===== src/rtl/gpu_noc_pkg.sv =====
// Shared NoC definitions for the GPU network interface.
// Flit layout: [15:10] destination node ID, [9:0] payload.
package gpu_noc_pkg;

  localparam int unsigned FLIT_W    = 16;
  localparam int unsigned DEST_MSB  = 15;
  localparam int unsigned DEST_LSB  = 10;
  localparam int unsigned PAYLOAD_W = 10;
  localparam int unsigned DEST_W    = DEST_MSB - DEST_LSB + 1;

  typedef struct packed {
    logic [DEST_W-1:0]    dest;
    logic [PAYLOAD_W-1:0] payload;
  } flit_t;

endpackage


===== src/rtl/noc_sync_fifo.sv =====
// Synchronous first-word-fall-through FIFO.
// Ports:
//   clk_i   - clock
//   rst_i   - synchronous active-high reset; empties the FIFO
//   push_i  - write data_i (accepted when not full, or when full and popping)
//   data_i  - write data
//   pop_i   - remove head (ignored when empty)
//   data_o  - current head, valid whenever empty_o is low
//   full_o  - FIFO full
//   empty_o - FIFO empty
module noc_sync_fifo #(
  parameter int unsigned Width = 16,
  parameter int unsigned Depth = 4
) (
  input  logic             clk_i,
  input  logic             rst_i,
  input  logic             push_i,
  input  logic [Width-1:0] data_i,
  input  logic             pop_i,
  output logic [Width-1:0] data_o,
  output logic             full_o,
  output logic             empty_o
);

  localparam int unsigned AddrW = $clog2(Depth);

  // One extra pointer bit distinguishes full from empty.
  logic [AddrW:0]   wr_ptr_q, rd_ptr_q;
  logic [Width-1:0] mem_q [Depth];
  logic             do_push, do_pop;

  assign empty_o = (wr_ptr_q == rd_ptr_q);
  assign full_o  = (wr_ptr_q[AddrW] != rd_ptr_q[AddrW]) &&
                   (wr_ptr_q[AddrW-1:0] == rd_ptr_q[AddrW-1:0]);
  assign do_pop  = pop_i && !empty_o;
  // A pop frees the slot in the same cycle, so push-on-full is legal then.
  assign do_push = push_i && (!full_o || do_pop);
  assign data_o  = mem_q[rd_ptr_q[AddrW-1:0]];

  always_ff @(posedge clk_i) begin
    if (rst_i) begin
      wr_ptr_q <= '0;
      rd_ptr_q <= '0;
    end else begin
      if (do_push) wr_ptr_q <= wr_ptr_q + 1'b1;
      if (do_pop)  rd_ptr_q <= rd_ptr_q + 1'b1;
    end
  end

  always_ff @(posedge clk_i) begin
    if (do_push) mem_q[wr_ptr_q[AddrW-1:0]] <= data_i;
  end

endmodule


===== src/rtl/gpu_net_ni.sv =====
// GPU network interface: credit-based TX path to the router and a filtering
// RX path that delivers flits addressed to GPU_ID and drops the rest.
// Ports:
//   ACLK, ARESET                  - clock, synchronous active-high reset
//   gpu_data_in/valid_in/ready_out - GPU -> NI flit handshake
//   gpu_data_out/valid_out/ready_in - NI -> GPU delivery (FWFT)
//   rtr_flit_out/valid_out        - registered one-cycle flit strobe to router
//   rtr_credit_in                 - credit returned by router
//   rtr_flit_in/valid_in          - flit strobe from router
//   rtr_credit_out                - credit pulse to router, one per RX slot freed
//   drop_cnt                      - saturating count of misrouted flits
//   err_sticky                    - [0] credit overflow, [1] RX overflow
module gpu_net_ni
  import gpu_noc_pkg::*;
#(
  parameter int unsigned GPU_ID     = 6,
  parameter int unsigned FIFO_DEPTH = 4,
  parameter int unsigned CREDITS    = 4
) (
  input  logic              ACLK,
  input  logic              ARESET,
  input  logic [FLIT_W-1:0] gpu_data_in,
  input  logic              gpu_valid_in,
  output logic              gpu_ready_out,
  output logic [FLIT_W-1:0] gpu_data_out,
  output logic              gpu_valid_out,
  input  logic              gpu_ready_in,
  output logic [FLIT_W-1:0] rtr_flit_out,
  output logic              rtr_valid_out,
  input  logic              rtr_credit_in,
  input  logic [FLIT_W-1:0] rtr_flit_in,
  input  logic              rtr_valid_in,
  output logic              rtr_credit_out,
  output logic [15:0]       drop_cnt,
  output logic [1:0]        err_sticky
);

  localparam logic [3:0]        CreditMax = 4'(CREDITS);
  localparam logic [DEST_W-1:0] LocalId   = DEST_W'(GPU_ID);

  flit_t       tx_head, rx_head;
  logic        tx_full, tx_empty, rx_full, rx_empty;
  logic        tx_push_req, launch, tx_fifo_push, tx_fifo_pop;
  flit_t       launch_flit;
  logic        rx_local, rx_drop, rx_pop, rx_overflow, credit_ovf;

  logic [3:0]        credit_q, credit_d;
  logic [FLIT_W-1:0] rtr_flit_q;
  logic              rtr_valid_q, credit_out_q;
  logic [15:0]       drop_q;
  logic [1:0]        err_q;

  // ---------------- TX path ----------------
  assign gpu_ready_out = !tx_full;
  assign tx_push_req   = gpu_valid_in && !tx_full;
  assign launch        = (credit_q != 4'd0) && (!tx_empty || tx_push_req);
  // With an empty FIFO the incoming flit bypasses storage so it launches at N+1.
  assign launch_flit   = tx_empty ? flit_t'(gpu_data_in) : tx_head;
  assign tx_fifo_push  = tx_push_req && !(tx_empty && launch);
  assign tx_fifo_pop   = launch && !tx_empty;

  noc_sync_fifo #(
    .Width (FLIT_W),
    .Depth (FIFO_DEPTH)
  ) u_tx_fifo (
    .clk_i   (ACLK),
    .rst_i   (ARESET),
    .push_i  (tx_fifo_push),
    .data_i  (gpu_data_in),
    .pop_i   (tx_fifo_pop),
    .data_o  (tx_head),
    .full_o  (tx_full),
    .empty_o (tx_empty)
  );

  always_comb begin
    credit_d   = credit_q;
    credit_ovf = 1'b0;
    if (launch && !rtr_credit_in) begin
      credit_d = credit_q - 4'd1;
    end else if (rtr_credit_in && !launch) begin
      if (credit_q == CreditMax) credit_ovf = 1'b1;
      else                       credit_d   = credit_q + 4'd1;
    end
  end

  // ---------------- RX path ----------------
  assign rx_local      = (rx_head.dest == LocalId);
  assign gpu_valid_out = !rx_empty && rx_local;
  assign gpu_data_out  = rx_head;
  assign rx_drop       = !rx_empty && !rx_local;
  assign rx_pop        = (gpu_valid_out && gpu_ready_in) || rx_drop;
  // The FIFO silently ignores this push; flag it and still return the credit.
  assign rx_overflow   = rtr_valid_in && rx_full && !rx_pop;

  noc_sync_fifo #(
    .Width (FLIT_W),
    .Depth (FIFO_DEPTH)
  ) u_rx_fifo (
    .clk_i   (ACLK),
    .rst_i   (ARESET),
    .push_i  (rtr_valid_in),
    .data_i  (rtr_flit_in),
    .pop_i   (rx_pop),
    .data_o  (rx_head),
    .full_o  (rx_full),
    .empty_o (rx_empty)
  );

  // ---------------- State ----------------
  always_ff @(posedge ACLK) begin
    if (ARESET) begin
      credit_q     <= CreditMax;
      rtr_flit_q   <= '0;
      rtr_valid_q  <= 1'b0;
      credit_out_q <= 1'b0;
      drop_q       <= '0;
      err_q        <= '0;
    end else begin
      credit_q     <= credit_d;
      rtr_valid_q  <= launch;
      credit_out_q <= rx_pop || rx_overflow;
      if (launch) rtr_flit_q <= launch_flit;
      if (rx_drop && (drop_q != 16'hFFFF)) drop_q <= drop_q + 16'd1;
      err_q <= err_q | {rx_overflow, credit_ovf};
    end
  end

  assign rtr_flit_out   = rtr_flit_q;
  assign rtr_valid_out  = rtr_valid_q;
  assign rtr_credit_out = credit_out_q;
  assign drop_cnt       = drop_q;
  assign err_sticky     = err_q;

endmodule


===== config.mk =====
export PLATFORM = sky130hd
export DESIGN_NAME = gpu_net_ni
export DESIGN_NICKNAME = d
export VERILOG_FILES = /design/src/rtl/gpu_noc_pkg.sv /design/src/rtl/noc_sync_fifo.sv /design/src/rtl/gpu_net_ni.sv
export SDC_FILE = /design/constraint.sdc
export NUM_CORES = 1
export LEC_CHECK = 0
export CORE_MARGIN = 1
export CORE_UTILIZATION = 43
export DETAILED_ROUTE_END_ITERATION = 12
export GPL_TIMING_DRIVEN = 0
export SLEW_MARGIN = 5
export SYNTH_ARGS = -nofsm -noshare
export SYNTH_HDL_FRONTEND = slang
export SYNTH_HIERARCHICAL = 1
export SYNTH_SLANG_ARGS = --single-unit

===== constraint.sdc =====
create_clock -name ACLK -period 3.45 [get_ports ACLK]
set_input_delay 0.69 -clock ACLK [delete_from_list [all_inputs] [get_ports ACLK]]
set_output_delay 0.69 -clock ACLK [all_outputs]
set_load 0.1 [all_outputs]

Word level (Yosys, flattened, before mapping)
Memory sizes are Yosys's and may differ from the RTL's. A register that Yosys moved wholly into a read port is not among the register bits. Index checks and enable logic that the tools add are counted.

Add/sub/neg operators: 7. Equal/unequal tests: 10. Multiplexer cells: 15. Bitwise logic cells: 1. Reduce and logical (&&, ||, !) cells: 36.

Operators by type and width (number): logical AND 1 bit (19); adder 16 x 1 -> 16 bit, second input constant (1); two-way mux 16 bit (1); inequality test 16 bit, second input constant (1); adder 3 x 1 -> 3 bit, second input constant (4); two-way mux 4 bit (3); logical NOT 1 bit (9); two-way mux 2 bit (4); two-way mux 1 bit (7); equality test 3 bit (2); equality test 6 x 3 -> 1 bit, second input constant (1); logical OR 1 bit (5); adder 4 x 1 -> 4 bit, second input constant (1); equality test 2 bit (2); equality test 4 x 3 -> 1 bit, second input constant (1); nonzero test 4 bit (1); subtractor 4 x 1 -> 4 bit, second input constant (1); inequality test 1 bit (2); inequality test 2 bit, second input constant (1); bitwise OR 2 bit (1); AND reduction 2 bit (1); nonzero test 2 bit (1).

Register bits: 52. Bits in writable memories: 128. Output and inout bits: 54. Word-level logic and storage cells: 81. Memories: 2.

Memory list: u_rx_fifo.mem_q (depth 4, bits a word 16, read ports 1, clocked after Yosys merged registers in 1, write ports 1, RTL line noc_sync_fifo.sv:29) `logic [Width-1:0] mem_q [Depth];`; u_tx_fifo.mem_q (depth 4, bits a word 16, read ports 1, clocked after Yosys merged registers in 1, write ports 1, RTL line noc_sync_fifo.sv:29).

Longest topological paths before layout
Gate-level depths: netlist of the first run.

Word-level depth: 12. Gate-level depth with buffers: 13. Depth with buffers taken out: 12.

Modules after synthesis
Netlist of the first run, hierarchy kept.

By module, submodules not included: noc_sync_fifo (instances 2, cells each 139, area an instance 2852.7 µm²); gpu_net_ni (instances 1, cells each 232, area an instance 2011.9 µm²).

Worst setup path after synthesis of the first run
No wires, ideal clock.

Path kind: reg2out. Start point: reg (tool-made name). End point: out gpu_valid_out. Arrival: 3.429 ns. Data required time: 2.760 ns. Path slack: -0.669 ns. Stages on the path, launching flop included: 7. Path buffers: 2. Path through: dfxtp_1 buf_2 buf_4 mux4_2 nor4bb_1 nand2_1 nor2_1.

RTL lines: end, declared (RTL line gpu_net_ni.sv:26) `output logic gpu_valid_out,`.

==> results of run 1 <==
==> flip-flops by register name (all words and copies together) (netlist names), named ones only <==
| signal | cells |
|---|---|
| u_rx_fifo/mem_q | 64 |
| u_tx_fifo/mem_q | 64 |
| drop_cnt | 16 |
| rtr_flit_out | 16 |
| credit_q | 4 |
| u_rx_fifo/rd_ptr_q | 3 |
| u_rx_fifo/wr_ptr_q | 3 |
| u_tx_fifo/rd_ptr_q | 3 |
| u_tx_fifo/wr_ptr_q | 3 |
| err_sticky | 2 |
| rtr_credit_out | 1 |
| rtr_valid_out | 1 |
==> routing by layer <==
metal  track usage (%)  routed length [microns]  vias up
met5                 0                        0        -
met3              4.40                      676       12
met4              5.25                      178        0
li1                  -                        -     2179
met1              21.6                     6550     2277
met2              29.6                     7850       97
==> worst register-to-register path: cells and delay by family (launching register included) <==
family / cells / cell delay, ns
AO/OA/AOI/OAI: 1 / 0.41
XOR/XNOR: 1 / 0.38
buffers and inverters: 3 / 1.03
flip-flops: 1 / 0.38
multiplexers: 1 / 0.47
AND/OR/NAND/NOR: 3 / 0.41
==> metrics by stage <==
| stage | total power, mW | instance area, sq um | util, % | setup slack (ns) |
|---|---|---|---|---|
| 2_1_floorplan | 4.90 | 7720 | - | 0.0377 |
| 3_3_place_gp | 5.53 | 8920 | 51.2 | -0.821 |
| 3_5_place_dp | 5.57 | 8920 | 51.2 | -0.859 |
| 4_1_cts | 7.40 | 9530 | 54.7 | 0.0325 |
| 5_1_grt | 7.65 | 9550 | 54.9 | -0.00783 |
| 6_report | 7.33 | 9550 | 54.9 | 0.147 |
==> cells by family (layout without fill, tap and decap cells) <==
kind of cell             after synthesis  after routing  share of synthesized area, %
AO/OA/AOI/OAI                         71             71                          6.68
AND/OR/NAND/NOR                      121            121                          8.51
buffers and inverters                 45            168                          2.58
adder cells (fa/ha/maj)               15             15                          2.43
multiplexers                          63             63                          13.6
XOR/XNOR                              11             11                          1.83
flip-flops                           184            184                          64.3
==> cell type report <==
class                      count  share of cell area (%)
buffer                        26                    1.51
clock buffer                  18                    4.49
clock inverter                13                    1.24
inverter                      18                   0.707
multi-input combinational    281                    27.4
sequential                   184                    52.0
tap                          225                    2.95
timing repair buffer          93                    9.70
==> power by group <==
part / switching [mW] / leakage (nW) / internal [mW]
Clock: 0.814 / 0.263 / 0.999
Combinational: 1.99 / 1.39 / 0.795
Sequential: 0.134 / 1.62 / 2.60
==> worst max-delay path by stage <==
stage                          endpoint  slack (ns)  depth (start not counted)
after global routing        credit_q[3]      -0.008                         11
after CTS                 gpu_valid_out        0.03                          6
after global placement    gpu_valid_out       -0.82                          7
after floorplan           gpu_valid_out        0.04                          6
after detailed placement  gpu_valid_out       -0.86                          7
final                     gpu_valid_out        0.15                          6
==> what timing repair did <==
item                                   CTS  global route
setup endpoints to repair              141            36
endpoints found under the hold margin    0             0
setup buffers                            2             0
gates resized for setup                 28             7
pin swaps                                1             1
gates cloned                             0             0
==> layout by cell type, fill, tap and decap left out, drive strengths merged, types with 15 or more instances in the layout <==
cell type / instances
nor2: 39
dfxtp: 56
mux2i: 20
edfxtp: 128
buf: 19
a21oi: 20
inv: 24
a211oi: 18
mux4: 32
clkdlybuf4s50: 80
ha: 15
clkbuf: 27
nand2: 16
==> results.py, run 1 <==
metrics = {
    "outcome": {
        "status": "finished clean",
    },
    "power": {
        "max-vdd-ir-drop_mv": 0.670,
        "p_per_area_nw_per_um2": 768,
        "p_leak_nw": 3.28,
    },
    "final_layout": {
        "ff_latch_area_sq_um": 4960,
        "areaGrowthSynthToFinish_pct": 23.8,
        "layout-drive-gt1-share_pct": 16.6,
        "final_cell_count_no_fill": 858,
        "finalNetCount": 674,
        "diodes": 0,
        "multiInputGateArea_sq_um": 2620,
        "fill_cells": 1451,
    },
    "job": {
        "maxCapViolations": 0,
    },
    "logic_synthesis": {
        "syn_area_per_cell_sq_um": 15.1,
        "yosys-top-cells-area": "edfxtp_1 50%, dfxtp_1 15%, mux4_2 9.3%",
        "netlist_instances": 510,
        "synth_seq_cells": 184,
        "ys.flop_type": "edfxtp_1",
        "synth_cell_types": 51,
        "ys_async_sr_fraction_pct": 0,
        "synth_edf_count": 128,
        "synth_top_area_share_pct": 49.8,
        "yosysWarningCount": 6,
        "synth_largest_area_cell": "edfxtp_1",
        "synthesis.area_sq_um": 7720,
        "synth_common_cells": "128 x edfxtp_1, 56 x dfxtp_1, 39 x nor2_1, 32 x mux4_2",
        "syn_nets": 563,
        "yosysSeqAreaShare_pct": 64.3,
        "yosys.cell_count.top_type": "edfxtp_1",
    },
    "sta": {
        "setup-tns-final_ns": 0,
        "finalCriticalPeriod_ns": 3.30,
        "period_share_pct": 95.7,
        "finalHoldViolCount": 0,
        "timing.hold.ws_ns": 0.482,
        "max_slew_margin_pct": 32.9,
        "slew_viol_final": 0,
        "worstMarginPinSlew_ns": 1.01,
        "max_freq_mhz": 303,
        "final.setup_skew_ns": 0.00860,
        "finalSetupViolations": 0,
    },
    "global_route": {
        "grt_start_max_net_pins": 18,
        "antenna_found_initial": 0,
        "gr-total-overflow": 0,
        "grt_usage_pct": 17.3,
        "grt_pass1_wl_mm": 23.9,
        "grt_pass1_vias": 4553,
    },
    "min_path": {
        "min_to": "err_sticky[0]",
        "holdCritPathClass": "register to register",
        "hold_depth": 2,
        "min-delay-start": "err_sticky[0]",
    },
    "worst_setup_path": {
        "criticalPathCategory": "register to output port",
        "path_cells": "buf_2 -> mux4_2 -> nor4bb_4 -> nand2_1 -> nor2_4 -> buf_6",
        "worstPathRequired_ns": 2.76,
        "critical-path-top-delay-family": "simple AND/OR/NAND/NOR gates",
        "worstSetupEndpointType": "output port",
        "r2r_end": "u_tx_fifo/wr_ptr_q[2]",
        "critical-path-slowest-cell": "dfxtp_1",
        "path_buf_inv": 2,
        "reg2reg_depth": 9,
        "arrival_ns": 2.61,
        "startpoint_type": "register",
        "path_max_fanout": 10,
        "max_stage_delay_ns": 0.56,
        "r2r-start": "u_tx_fifo/wr_ptr_q[0]",
        "r2r_slack_ns": 0.26,
    },
    "route": {
        "postRouteAntennaNets": 0,
        "drc": 0,
        "drt-wirelength-per-cell_microns": 17.8,
        "firstDrtPassIters": 4,
        "drt-total-wl_mm": 15.3,
        "drt_iter0_drc": 172,
        "vias": 4565,
        "via_per_inst": 5.32,
    },
    "placement": {
        "portBuffers": 91,
        "place_congestion": 0.757,
        "dp_hpwl_mm": 10.1,
        "place_inst": 826,
    },
    "floorplan": {
        "die_h_microns": 136,
        "io-pin-count": 92,
        "die_area_sq_um": 18500,
        "start_util_pct": 44.3,
        "die_x_microns": 136,
        "core-area_sq_um": 17400,
        "std_cell_rows": 48,
    },
    "clock_network": {
        "cts_tree": "built",
        "clockBufferDepth": 2,
        "cts_hold_buf": 0,
        "cts.sinks": 184,
        "htreeDepth": 4,
        "clk_pin_slew_ns": 0.07,
        "cts-root-buf": "clkbuf_16",
        "clkLatencyLatePin_ns": 0.42,
        "numCtsBuffers": 17,
    },
}
(Power assumes the default switching activity.)
==> run 2, diff against run 1 <==
==> constraint.sdc (replaced) <==
create_clock -name ACLK -period 3.45 [get_ports ACLK]
set_input_delay 1.035 -clock ACLK [delete_from_list [all_inputs] [get_ports ACLK]]
set_output_delay 1.035 -clock ACLK [all_outputs]
set_load 0.1 [all_outputs]
==> run 2 against run 1 <==
  * The flow now finishes with violations (setup timing)
  * Cell area up 0.21%
  * Worst hold slack gained 0.023 ns
  * Combinational power barely moved
  * Maximum frequency fell by 4.8%
  * Clock power increased by 6%
  * Worst setup slack got worse by 0.16 ns
  * First-iteration DRC count increased by 24%
  * Wire length decreased by 0.58%
  * Utilization up 0.11 points
  * Final cell count did not move
  * Count of clock-buffer cells in the layout fell by 1
  * Sequential share of layout area decreased by 0.083 points
==> results.py, run 2 (same netlist as run 1, synthesis figures left out) <==
metrics = {
    "outcome": {
        "status": "finished with violations",
        "violations": "setup timing",
    },
    "clock_network": {
        "htreeDepth": 4,
        "clk_pin_slew_ns": 0.07,
        "clkLatencyLatePin_ns": 0.44,
        "cts.sinks": 184,
        "cts_tree": "built",
        "clockBufferDepth": 2,
        "numCtsBuffers": 17,
        "cts-root-buf": "clkbuf_16",
    },
    "final_layout": {
        "ff_latch_area_sq_um": 4970,
        "diodes": 0,
        "layout_common_cells": "128 x edfxtp_1, 73 x clkdlybuf4s50_1, 54 x dfxtp_1, 38 x nor2_1, 32 x mux4_2",
        "fill_cells": 1431,
        "final_common_cell": "edfxtp_1",
        "finalNetCount": 673,
        "multiInputGateArea_sq_um": 2610,
        "areaGrowthSynthToFinish_pct": 24.1,
        "layout-drive-gt1-share_pct": 17.4,
    },
    "sta": {
        "timing.hold.ws_ns": 0.505,
        "fin_ws_ns": -0.0175,
        "finalHoldViolCount": 0,
        "final.setup_skew_ns": 0.0150,
        "slew_viol_final": 0,
        "max_freq_mhz": 288,
        "worstMarginPinSlew_ns": 1.18,
        "finalCriticalPeriod_ns": 3.47,
        "rsz0062_at_grt": "yes",
        "finalSetupViolations": 1,
        "period_share_pct": 101,
        "max_slew_margin_pct": 21.1,
    },
    "worst_setup_path": {
        "arrival_ns": 2.43,
        "worst_path_most_repeated_cell": "buf_12",
        "max_stage_delay_ns": 0.55,
        "path_cells": "buf_8 -> buf_12 -> mux4_2 -> nor4bb_4 -> nand2_1 -> nor2_4 -> buf_12",
        "startpoint_type": "register",
        "worstSetupEndpointType": "output port",
        "critical-path-slowest-cell": "mux4_2",
        "criticalPathCategory": "register to output port",
        "path_max_fanout": 10,
        "worstPathRequired_ns": 2.41,
        "r2r_slack_ns": 0.19,
    },
    "global_route": {
        "grt.met3_usage_pct": 4.10,
        "gr-total-overflow": 0,
        "grt_use_met1_pct": 22.6,
        "grt_usage_pct": 17.7,
        "busiest_layer": "met2",
        "grt_pass1_vias": 4731,
        "grt.met2_usage_pct": 29.3,
        "antenna_found_initial": 0,
        "grt_start_max_net_pins": 19,
        "grt_pass1_wl_mm": 24.5,
    },
    "route": {
        "drt_iter0_drc": 214,
        "firstDrtPassIters": 5,
        "drc": 0,
        "via_per_inst": 5.39,
        "drt-total-wl_mm": 15.2,
        "drt-wirelength-per-cell_microns": 17.7,
        "postRouteAntennaNets": 0,
        "vias": 4621,
    },
    "floorplan": {
        "io-pin-count": 92,
        "die_h_microns": 136,
        "die_x_microns": 136,
        "std_cell_rows": 48,
        "die_area_sq_um": 18500,
        "start_util_pct": 44.3,
        "core-area_sq_um": 17400,
    },
    "power": {
        "p_per_area_nw_per_um2": 776,
        "comb_power_share_pct": 37.5,
        "clockPowerShare_pct": 25.7,
        "p_int_mw": 4.42,
        "switching_power_mw": 3.01,
        "power_frac_seq_pct": 36.8,
        "p_leak_nw": 3.30,
        "switching_share_pct": 40.5,
        "max-vdd-ir-drop_mv": 0.664,
    },
    "placement": {
        "post-place-ws_ns": -0.743,
        "portBuffers": 91,
        "place_congestion": 0.760,
        "dp_hpwl_mm": 10.1,
    },
    "job": {
        "maxCapViolations": 0,
    },
    "min_path": {
        "holdCritPathClass": "register to register",
    },
}
-- run 2: cell types whose count changed in the layout (fill, tap and decap cells not counted), sizes merged --
| cell | before | now |
|---|---|---|
| clkdlybuf4s18 | 1 | 0 |
| clkbuf | 27 | 26 |
| dlygate4sd2 | 10 | 15 |
| clkdlybuf4s50 | 80 | 73 |
| clkinv | 4 | 2 |
| inv | 24 | 28 |
| clkdlybuf4s15 | 0 | 3 |
| buf | 19 | 18 |
-- run 2: metrics by stage --
stage	total power [mW]	area (sq um)	cells	TNS, ns	utilization [%]
6_report	7.43	9570	858	-0.0175	55.0
5_1_grt	7.74	9570	858	-0.194	55.0
4_1_cts	7.50	9550	857	-0.108	54.8
3_5_place_dp	5.61	8950	826	-10.67	51.4
3_3_place_gp	5.58	8950	826	-8.20	51.4
2_1_floorplan	4.93	7760	510	-0.0246	-
-- run 2: final timing paths --
kind	startpoint	end	depth (start not counted)
worst max-delay path	register	gpu_valid_out	7
worst min-delay path	rtr_flit_out[10]	rtr_flit_out[10]	2
worst max register to register	register	u_rx_fifo/mem_q[2][12]	9
worst min register to register	rtr_flit_out[10]	rtr_flit_out[10]	2
-- run 2: final cells by class --
| cell class | count | area share [%] |
|---|---|---|
| inverter | 18 | 0.706 |
| buffer | 26 | 1.67 |
| sequential | 184 | 51.9 |
| clock inverter | 15 | 1.59 |
| timing repair buffer | 92 | 9.53 |
| multi-input combinational | 281 | 27.2 |
| tap | 225 | 2.94 |
| clock buffer | 17 | 4.44 |
-- run 2: timing repair --
item	4_1_cts	5_1_grt
endpoints found under the setup margin	132	37
buffers inserted	0	1
cloned	0	0
pin swaps	3	1
resized for setup	37	4
hold buffers	0	0
-- run 2: worst max-delay path: cells and delay by family, from the launching register on --
family | cells | cell delay (ns)
DFF | 1 | 0.33
and+or+nand+nor | 3 | 0.64
muxes | 1 | 0.55
buffers and inverters | 3 | 0.48
-- run 2: routing by layer --
metal | share of wire [%] | vias up | wire length, microns
li1 | - | 2185 | -
met1 | 44 | 2295 | 6650
met2 | 50 | 117 | 7570
met3 | 4.8 | 24 | 727
met4 | 1.5 | 0 | 227
met5 | 0 | - | 0
-- run 2: power by group through the flow --
stage	sequential, mW	clock [mW]	combinational [mW]
2_1_floorplan	3.45	0	1.48
3_3_place_gp	2.77	0	2.81
3_5_place_dp	2.78	0	2.83
4_1_cts	2.73	1.95	2.81
5_1_grt	2.76	2.03	2.95
6_report	2.73	1.91	2.79
